===== config.mk =====
export PLATFORM = sky130hd
export DESIGN_NAME = sync_link_tx
export DESIGN_NICKNAME = d
export VERILOG_FILES = /design/src/rtl/sync_link_tx.sv
export SDC_FILE = /design/constraint.sdc
export NUM_CORES = 1
export LEC_CHECK = 0
export BUFFER_PORTS_ARGS = -buffer_cell sky130_fd_sc_hd__buf_4
export CAP_MARGIN = 10
export CORE_UTILIZATION = 51
export CTS_BUF_LIST = sky130_fd_sc_hd__clkbuf_16
export DETAILED_ROUTE_END_ITERATION = 7
export PLACE_DENSITY = 0.79
export SLEW_MARGIN = 20
export SYNTH_ARGS = -nofsm -noshare
export SYNTH_HDL_FRONTEND = slang
export SYNTH_SLANG_ARGS = --single-unit

===== constraint.sdc =====
create_clock -name clk -period 2.21 [get_ports clk]
set_input_delay 0.663 -clock clk [delete_from_list [all_inputs] [get_ports clk]]
set_output_delay 0.663 -clock clk [all_outputs]
set_load 0.02 [all_outputs]

===== src/rtl/sync_link_tx.sv =====
// sync_link_tx
//   Clocked valid/ready source to dual-rail asynchronous link transmitter.
//   Each accepted word becomes one dual-rail token: for bit i, rail 2i is the
//   "false" rail and rail 2i+1 the "true" rail. ENC selects two-phase
//   transition signalling ("TP") or four-phase return-to-zero ("FP").
//   Only one token is ever outstanding; the rail register is the only storage.
//
// Parameters
//   ENC          "TP" or "FP"; anything else stops elaboration.
//   WIDTH        data word width.
//   SYNC_STAGES  flops in the link_ack synchronizer (>= 2).
//
// Ports
//   clk        clock
//   rst        asynchronous active-low reset
//   in_data    word to send (sampled only on the accept edge)
//   in_valid   in_data valid
//   in_ready   registered: block accepts a word on the next edge
//   link_data  registered dual-rail rails, 2*WIDTH bits
//   link_ack   asynchronous acknowledge from the receiver
//   busy       token in flight
//   tok_cnt    completed-token count, wraps silently
//   err        sticky: acknowledge activity seen while idle
module sync_link_tx #(
  parameter              ENC         = "TP",
  parameter int unsigned WIDTH       = 8,
  parameter int unsigned SYNC_STAGES = 2
) (
  input  logic               clk,
  input  logic               rst,
  input  logic [WIDTH-1:0]   in_data,
  input  logic               in_valid,
  output logic               in_ready,
  output logic [2*WIDTH-1:0] link_data,
  input  logic               link_ack,
  output logic               busy,
  output logic [15:0]        tok_cnt,
  output logic               err
);

  if (!((ENC == "TP") || (ENC == "FP"))) begin : g_bad_enc
    $error("sync_link_tx: ENC must be \"TP\" or \"FP\"");
  end
  if (SYNC_STAGES < 2) begin : g_bad_sync
    $error("sync_link_tx: SYNC_STAGES must be at least 2");
  end

  localparam bit IS_FP = (ENC == "FP");

  typedef enum logic [1:0] {
    IDLE,
    WAIT_ACK,
    WAIT_HI,
    RTZ_WAIT_LO
  } state_t;

  state_t state, state_d;

  logic [SYNC_STAGES-1:0] sync_q;
  logic                   ack_s;
  logic                   ph, ph_d;
  logic [2*WIDTH-1:0]     sel;
  logic [2*WIDTH-1:0]     rails_d;
  logic                   done;
  logic                   err_d;
  logic                   accept;

  // Acknowledge synchronizer; nothing downstream looks at link_ack directly.
  always_ff @(posedge clk or negedge rst) begin
    if (!rst) sync_q <= '0;
    else      sync_q <= {sync_q[SYNC_STAGES-2:0], link_ack};
  end

  assign ack_s  = sync_q[SYNC_STAGES-1];
  assign accept = in_valid & in_ready;

  // One-hot-per-bit rail selection: rail 2i+in_data[i].
  always_comb begin
    sel = '0;
    for (int unsigned i = 0; i < WIDTH; i++) begin
      sel[2*i]   = ~in_data[i];
      sel[2*i+1] =  in_data[i];
    end
  end

  always_comb begin
    state_d = state;
    rails_d = link_data;
    ph_d    = ph;
    done    = 1'b0;
    err_d   = err;
    case (state)
      IDLE: begin
        // An idle link must not see acknowledge activity; flag it, but let
        // it disturb neither state, phase nor rails.
        if (IS_FP) begin
          if (ack_s) err_d = 1'b1;
        end else if (ack_s != ph) begin
          err_d = 1'b1;
        end
        if (accept) begin
          if (IS_FP) begin
            rails_d = sel;
            state_d = WAIT_HI;
          end else begin
            rails_d = link_data ^ sel;
            ph_d    = ~ph;
            state_d = WAIT_ACK;
          end
        end
      end
      WAIT_ACK: begin
        // ph already holds the new phase, so a matching ack closes the token.
        if (ack_s == ph) begin
          state_d = IDLE;
          done    = 1'b1;
        end
      end
      WAIT_HI: begin
        if (ack_s) begin
          rails_d = '0;
          state_d = RTZ_WAIT_LO;
        end
      end
      RTZ_WAIT_LO: begin
        if (!ack_s) begin
          state_d = IDLE;
          done    = 1'b1;
        end
      end
      default: state_d = IDLE;
    endcase
  end

  always_ff @(posedge clk or negedge rst) begin
    if (!rst) begin
      state     <= IDLE;
      link_data <= '0;
      ph        <= 1'b0;
      in_ready  <= 1'b0;
      busy      <= 1'b0;
      tok_cnt   <= '0;
      err       <= 1'b0;
    end else begin
      state     <= state_d;
      link_data <= rails_d;
      ph        <= ph_d;
      in_ready  <= (state_d == IDLE);
      busy      <= (state_d != IDLE);
      tok_cnt   <= tok_cnt + {15'd0, done};
      err       <= err_d;
    end
  end

endmodule


==> results of run 1 <==
cells by family after synthesis:
logic type	after synthesis	synth area share, %
AOI/OAI and AO/OA	36	11.2
xor gates and xnor gates	16	7.90
adders and majority gates	3	2.12
buffers and inverters	13	3.32
DFF	40	56.5
and+or+nand+nor	57	19.1
what timing repair did:
| action | 4_1_cts | 5_1_grt |
|---|---|---|
| buffers inserted | 0 | 1 |
| endpoints found under the setup margin | 1 | 6 |
| gates resized for setup | 1 | 3 |
| hold buffers | 0 | 0 |
| pin swaps | 0 | 0 |
cell type report:
cell class,instances,area [sq um],share of cell area (%)
Sequential cell,40,1000,43.0
Inverter,9,33.8,1.45
Clock inverter,2,8.76,0.376
Timing Repair Buffer,49,368,15.8
Clock buffer,5,125,5.37
Tap cell,46,57.6,2.47
Multi-Input combinational cell,112,734,31.5
state kept, by name, summed over array words and instances (netlist names):
signal and flops:
busy 1, err 1, in_ready 1, link_data 16, ph 1, state 2
sync_q 2, tok_cnt 16
synth_stat cells:
| cell type | count | area [sq um] |
|---|---|---|
| xnor2_1 | 4 | 35.0 |
| o21ai_0 | 16 | 80.1 |
| nor2b_1 | 2 | 12.5 |
| nor3b_1 | 2 | 15.0 |
| dfrtp_1 | 40 | 1000 |
| buf_2 | 2 | 10.0 |
| o21ai_1 | 1 | 5.00 |
| nand2_1 | 5 | 18.8 |
| ha_1 | 3 | 37.5 |
| and2_1 | 2 | 12.5 |
| buf_6 | 1 | 11.3 |
| nand4bb_4 | 1 | 27.5 |
| xor2_1 | 12 | 105 |
| nand4_1 | 5 | 31.3 |
| nor3_1 | 4 | 20.0 |
| a21oi_1 | 13 | 65.1 |
| o22ai_1 | 1 | 6.26 |
| nor2_1 | 6 | 22.5 |
| nand3_1 | 9 | 45.0 |
| inv_1 | 9 | 33.8 |
| clkbuf_1 | 1 | 3.75 |
| a21o_1 | 1 | 7.51 |
| a21boi_0 | 1 | 7.51 |
| or3_1 | 16 | 100 |
| nand2b_1 | 1 | 6.26 |
| and2b_1 | 1 | 7.51 |
| a21oi_2 | 3 | 26.3 |
| nor4_1 | 3 | 18.8 |
power groups by stage:
stage	logic (W)	clock network [W]	registers [W]
after floorplan	0.000381	0	0.00142
after global routing	0.00117	0.000709	0.00122
after detailed placement	0.00107	0	0.00120
final	0.00107	0.000664	0.00119
after CTS	0.00108	0.000686	0.00119
after global placement	0.00103	0	0.00117
final timing paths:
| kind | start | to | slack, ns |
|---|---|---|---|
| min in group clk | sync_q[0]$_DFF_PN0_ | sync_q[1]$_DFF_PN0_ | 0.35 |
| max in group asynchronous | rst | tok_cnt[7]$_DFF_PN0_ | 1.52 |
| worst min-delay path | rst | link_data[4]$_DFFE_PN0P_ | 0.34 |
| worst min register to register | sync_q[0]$_DFF_PN0_ | sync_q[1]$_DFF_PN0_ | 0.35 |
| worst max-delay path | ph$_DFFE_PN0P_ | tok_cnt[14]$_DFF_PN0_ | 0.17 |
| worst max register to register | ph$_DFFE_PN0P_ | tok_cnt[14]$_DFF_PN0_ | 0.17 |
layer usage:
| layer | vias to the layer above | global-route usage [%] | share of wire (%) |
|---|---|---|---|
| li1 | 679 | - | - |
| met3 | 8 | 8.53 | 5.1 |
| met2 | 31 | 39.1 | 51 |
| met4 | 0 | 9.42 | 1.8 |
| met1 | 683 | 24.4 | 42 |
| met5 | - | 0 | 0 |
per-stage QoR:
| step | util [%] | setup TNS [ns] | hold WS, ns | cell area, sq um |
|---|---|---|---|---|
| 2_1_floorplan | - | 0 | 0.331 | 1770 |
| 6_report | 69.8 | 0 | 0.338 | 2330 |
| 3_5_place_dp | 64.9 | -0.00666 | 0.343 | 2170 |
| 4_1_cts | 69.1 | 0 | 0.355 | 2310 |
| 5_1_grt | 69.8 | 0 | 0.366 | 2330 |
| 3_3_place_gp | 64.9 | 0 | 0.335 | 2170 |
worst register-to-register path: stages, from the launching register on:
cell,delay (ns)
dfrtp_1,0.44
and2b_1,0.18
nor2b_1,0.06
nor3b_2,0.19
ha_1,0.25
ha_1,0.24
nand4_1,0.11
buf_4,0.18
nor4_2,0.16
xor2_1,0.16
==> metrics.csv, run 1 <==
stage,metric,value,unit
power_and_ir_drop,p_comb_share,36.5,%
floorplanning,num_rows,21,
yosys,synth_cell_types,28,
power_and_ir_drop,switching_share,36.8,%
floorplanning,ioPinCount,47,
routing,postRouteAntennaNets,0,
power_and_ir_drop,ir_worst_vdd,0.000728,V
critical_path,critPathBufInv,1,
grt,antenna_found_initial,0,
routing,vias,1401,
critical_path,path_delay_family,simple AND/OR/NAND/NOR gates,
floorplanning,die_width,61.0,um
routing,totalWireLength,3770,um
sta,tightestPinTransition,0.490,ns
finish,nNetsFinal,232,
sta,setup_viol,0,
yosys,synth_seq_cells,40,
cts,cts_max_level,2,
sta,clock-skew-final,0.00629,ns
cts,clock_latency,0.28,ns
min_path,worstHoldPathType,in2async,
critical_path,critPathKind,reg2reg,
sta,rsz0062_at_grt,no,
floorplanning,die_area,3720,sq um
grt,grt_pass1_wl,5790,um
critical_path,cpPeakStageDelay,0.44,ns
power_and_ir_drop,seq_power_share,40.8,%
power_and_ir_drop,power,0.00292,W
floorplanning,start_util,53.1,%
critical_path,path_cells,and2b_1 -> nor2b_1 -> nor3b_2 -> ha_1 -> ha_1 -> nand4_1 -> buf_4 -> nor4_2 -> xor2_1,
placed_design,dp_slack,-0.00666,ns
routing,post_drt_wl_per_cell,14.3,um
finish,final_common_cell,buf_4,
power_and_ir_drop,powerDensity,1260,nW/um^2
finish,nFillCells,246,
routing,drt-initial-drc-count,62,
yosys,ys_seq_area_share,56.5,%
routing,firstDrtPassIters,5,
grt,grt_pass1_vias,1321,
yosys,avgSynthCellArea,10.7,sq um
placed_design,gp_congestion,0.791,
floorplanning,die_h,61.0,um
routing,routed_via_density,5.33,
cts,cts_made_buffers,5,
cts,cts_buffer_depth,2,
finish,fin_cells,263,
critical_path,crit_slowest_cell,dfrtp_1,
critical_path,r2r_cells,9,
sta,slew_headroom,67.4,%
placed_design,dp.cells,255,
outcome,status,"finished, final reports clean",
placed_design,port_buffers,46,
yosys,synth.net_count,180,
grt,track_usage,22.4,%
finish,diodes,0,
cts,cts_tree,done,
critical_path,crit_arrival,2.24,ns
critical_path,critPathRequiredTime,2.42,ns
placed_design,dp_hpwl,2560,um
sta,hold_violations,0,
yosys,yosysWarnings,0,
power_and_ir_drop,p_int,0.00185,W
sta,max_clock_freq,0.491,GHz
finish,drive_above_1_share,29.0,%
critical_path,end_kind,flop,
critical_path,cp_max_fo,6,
sta,fin_crit_sh,92.1,%
yosys,synthCells,165,
power_and_ir_drop,clock_power_share,22.7,%
grt,grt.overflow.total,0,
cts,clock_tree.root_cell,clkbuf_16,
floorplanning,core,3340,sq um
power_and_ir_drop,switchingPower,0.00108,W
cts,clock_sinks,40,
grt,grt_max_degree,41,
critical_path,crit_path_start_kind,flop,
sta,finalMaxSlewViolations,0,
sta,fin_ws,0.174,ns
finish,areaGrowthSynthToFinish,31.3,%
routing,drc,0,
cts,path_clk_slew,0.06,ns
yosys,netlist_area,1770,sq um
run,maxCapViolations,0,
power_and_ir_drop,p_leak,1.12,nW
critical_path,cp.depth,9,
finish,final_cell_mix,"49 x buf_4, 40 x dfrtp_1, 16 x o21ai_0, 16 x or3_1, 13 x a21oi_1",
sta,period_needed,2.04,ns
critical_path,crit_top_cell,ha_1,
(Power assumes the default switching activity.)
==> run 2: changes to the inputs <==
--- a/config.mk
+++ b/config.mk
@@ -5,12 +5,13 @@
 export SDC_FILE = /design/constraint.sdc
 export NUM_CORES = 1
 export LEC_CHECK = 0
+export ABC_AREA = 1
 export BUFFER_PORTS_ARGS = -buffer_cell sky130_fd_sc_hd__buf_4
 export CAP_MARGIN = 10
-export CORE_UTILIZATION = 51
+export CORE_UTILIZATION = 53
 export CTS_BUF_LIST = sky130_fd_sc_hd__clkbuf_16
 export DETAILED_ROUTE_END_ITERATION = 7
-export PLACE_DENSITY = 0.79
+export PLACE_DENSITY = 0.8
 export SLEW_MARGIN = 20
 export SYNTH_ARGS = -nofsm -noshare
 export SYNTH_HDL_FRONTEND = slang
==> run 2 against run 1 <==
Area after synthesis rose by 16%. Largest cell class unchanged. Non-clock buffer count did not move. First-iteration DRC count rose by 120%. Global-route usage rose by 0.86 points. Critical endpoint is now tok_cnt[10]$_DFF_PN0_. Critical path depth rose by 1. Clock skew rose by 0.0018 ns. Critical path type unchanged. Count of clock-buffer cells in the layout did not move. Clock power barely moved.
==> metrics.csv, run 2 <==
stage,metric,value,unit
finish,final_common_cell,nand2_1,
finish,drive_above_1_share,25.3,%
min_path,worstHoldPathType,in2async,
yosys,ys_seq_area_share,48.7,%
critical_path,critPathBufInv,1,
cts,clock_latency,0.28,ns
routing,routed_via_density,5.10,
critical_path,critPathKind,reg2reg,
critical_path,crit_path_start_kind,flop,
yosys,yosysWarnings,0,
finish,diodes,0,
critical_path,path_delay_family,simple AND/OR/NAND/NOR gates,
grt,use_met3,7.86,%
grt,grt.overflow.total,0,
cts,cts_buffer_depth,2,
floorplanning,core,3690,sq um
cts,cts_tree,done,
yosys,netlist_area,2060,sq um
floorplanning,num_rows,22,
finish,nFillCells,300,
cts,ctsResizeCount,0,
yosys,synthAdderAreaFrac,1.82,%
sta,slew_headroom,67.4,%
placed_design,port_buffers,46,
finish,multi_input_area,888,sq um
run,maxCapViolations,0,
yosys,synth_top_cells_by_count,"70 x nand2_1, 40 x dfrtp_1, 31 x inv_1",
cts,post_cts_buffers,0,
power_and_ir_drop,p_leak,1.34,nW
sta,fin_ws,0.265,ns
grt,globalRouteMet2Util,39.9,%
grt,grt-busiest-layer,met2,
sta,hold_violations,0,
critical_path,critPathRequiredTime,2.37,ns
cts,cts_hold_buf,0,
cts,cts_max_level,2,
grt,grt_pass1_wl,7280,um
yosys,synthCells,234,
yosys,synth.net_count,249,
yosys,async_flop_share,100,%
sta,clock-skew-final,0.00813,ns
critical_path,cp_max_fo,7,
critical_path,crit_arrival,2.10,ns
cts,clock_tree.root_cell,clkbuf_16,
finish,areaGrowthSynthToFinish,25.7,%
critical_path,crit_slowest_cell,dfrtp_1,
floorplanning,die_area,4130,sq um
routing,drc,0,
floorplanning,ioPinCount,47,
critical_path,startpoint,state[1]$_DFF_PN0_,
grt,use_met1,27.0,%
floorplanning,die_width,64.3,um
routing,post_drt_wl_per_cell,12.5,um
floorplanning,die_h,64.3,um
sta,setup_viol,0,
sta,period_needed,1.95,ns
yosys,synth_top_family_by_area,simple AND/OR/NAND/NOR gates,
power_and_ir_drop,power,0.00308,W
sta,tightestPinTransition,0.489,ns
routing,vias,1712,
critical_path,crit_top_cell,nand2_1,
power_and_ir_drop,ir_worst_vdd,0.000934,V
critical_path,path_cells,nand2_1 -> nand2_1 -> a31oi_1 -> ha_1 -> ha_1 -> nand3_1 -> nor2_1 -> buf_4 -> nand2_1 -> xor2_1,
yosys,synth_xor_area_share,7.66,%
yosys,synthTopCellsByArea,"dfrtp_1 49%, nand2_1 13%, inv_1 5.7%",
sta,fin_crit_sh,88.0,%
placed_design,dp_slack,0.316,ns
yosys,synth_area_leader_cell,dfrtp_1,
sta,finalMaxSlewViolations,0,
grt,track_usage,23.3,%
yosys,synth_cell_types,23,
routing,drt-initial-drc-count,137,
grt,grt_pass1_vias,1635,
yosys,synth_edf_count,0,
grt,grt_max_degree,41,
yosys,muxShareOfSynthArea,0,%
finish,reg.largest.list,"link_data: 16 flops, tok_cnt: 16 flops",
cts,cts_made_buffers,5,
finish,nNetsFinal,302,
sta,timing.setup.tns,0,ns
finish,fin_cells,336,
placed_design,dp_hpwl,3030,um
power_and_ir_drop,powerDensity,1190,nW/um^2
finish,final_cell_mix,"70 x nand2_1, 49 x buf_4, 40 x dfrtp_1, 33 x inv_1, 15 x nand3_1",
sta,rsz0062_at_grt,no,
routing,firstDrtPassIters,4,
yosys,synth.most_common_cell,nand2_1,
routing,postRouteAntennaNets,0,
critical_path,end_kind,flop,
floorplanning,start_util,55.8,%
cts,path_clk_slew,0.05,ns
critical_path,reg2reg_from,state[1]$_DFF_PN0_,
yosys,synth_compound_area_share,2.92,%
placed_design,dp.cells,328,
yosys,avgSynthCellArea,8.79,sq um
routing,totalWireLength,4210,um
sta,max_clock_freq,0.514,GHz
yosys,netlist.area_leader.share,48.7,%
finish,register_area,1000,sq um
critical_path,cpPeakStageDelay,0.41,ns
outcome,status,"finished, final reports clean",
placed_design,gp_congestion,0.783,
grt,antenna_found_initial,0,
yosys,synth_seq_cells,40,
cts,clock_sinks,40,
yosys,synthFlopType,dfrtp_1,
yosys,yosys.area_share.simple,30.8,%
-- run 2: cell types whose count changed after synthesis, sizes merged, moves of 7 or more --
cell	before	now
a21oi	16	8
inv	9	33
nand2	5	83
nand3	9	16
nand4	5	14
nor2	6	13
o21ai	17	1
or3	16	0
-- run 2: final timing paths --
path / to / cells past startpoint / slack (ns)
max in group asynchronous: link_data[4]$_DFFE_PN0P_ / 1 / 1.51
min in group clk: sync_q[1]$_DFF_PN0_ / 0 / 0.35
max reg2reg: tok_cnt[10]$_DFF_PN0_ / 10 / 0.26
min reg2reg: sync_q[1]$_DFF_PN0_ / 0 / 0.35
max: tok_cnt[10]$_DFF_PN0_ / 10 / 0.26
min: tok_cnt[3]$_DFF_PN0_ / 1 / 0.35
-- run 2: cells by family after synthesis --
family | Yosys count
buf+inv | 36
compound gates | 11
fa+ha+maj | 3
simple gates | 126
xor+xnor | 18
flops | 40
-- run 2: metal layers --
| metal | routed length (um) | vias up |
|---|---|---|
| met5 | 0 | - |
| met4 | 27 | 0 |
| met3 | 215 | 2 |
| met2 | 2300 | 52 |
| met1 | 1670 | 815 |
| li1 | - | 843 |
-- run 2: cell type report --
class	instances	area share, %
Clock buffer	5	4.84
Clock inverter	3	0.436
Inverter	33	5.08
Multi-Input combinational cell	158	34.4
Sequential cell	40	38.7
Tap cell	48	2.32
Timing Repair Buffer	49	14.2
-- run 2: stage by stage --
step	hold slack (ns)	util (%)	area, sq um
6_report	0.345	70.1	2580
4_1_cts	0.347	70.1	2580
3_3_place_gp	0.332	66.4	2450
2_1_floorplan	0.331	-	2060
5_1_grt	0.368	70.1	2580
3_5_place_dp	0.336	66.4	2450
-- run 2: report_power, final --
| group | internal (W) | switching [W] |
|---|---|---|
| clock | 0.000405 | 0.000256 |
| combinational | 0.000527 | 0.000701 |
| sequential | 0.000957 | 0.000231 |
| total | 0.00189 | 0.00119 |
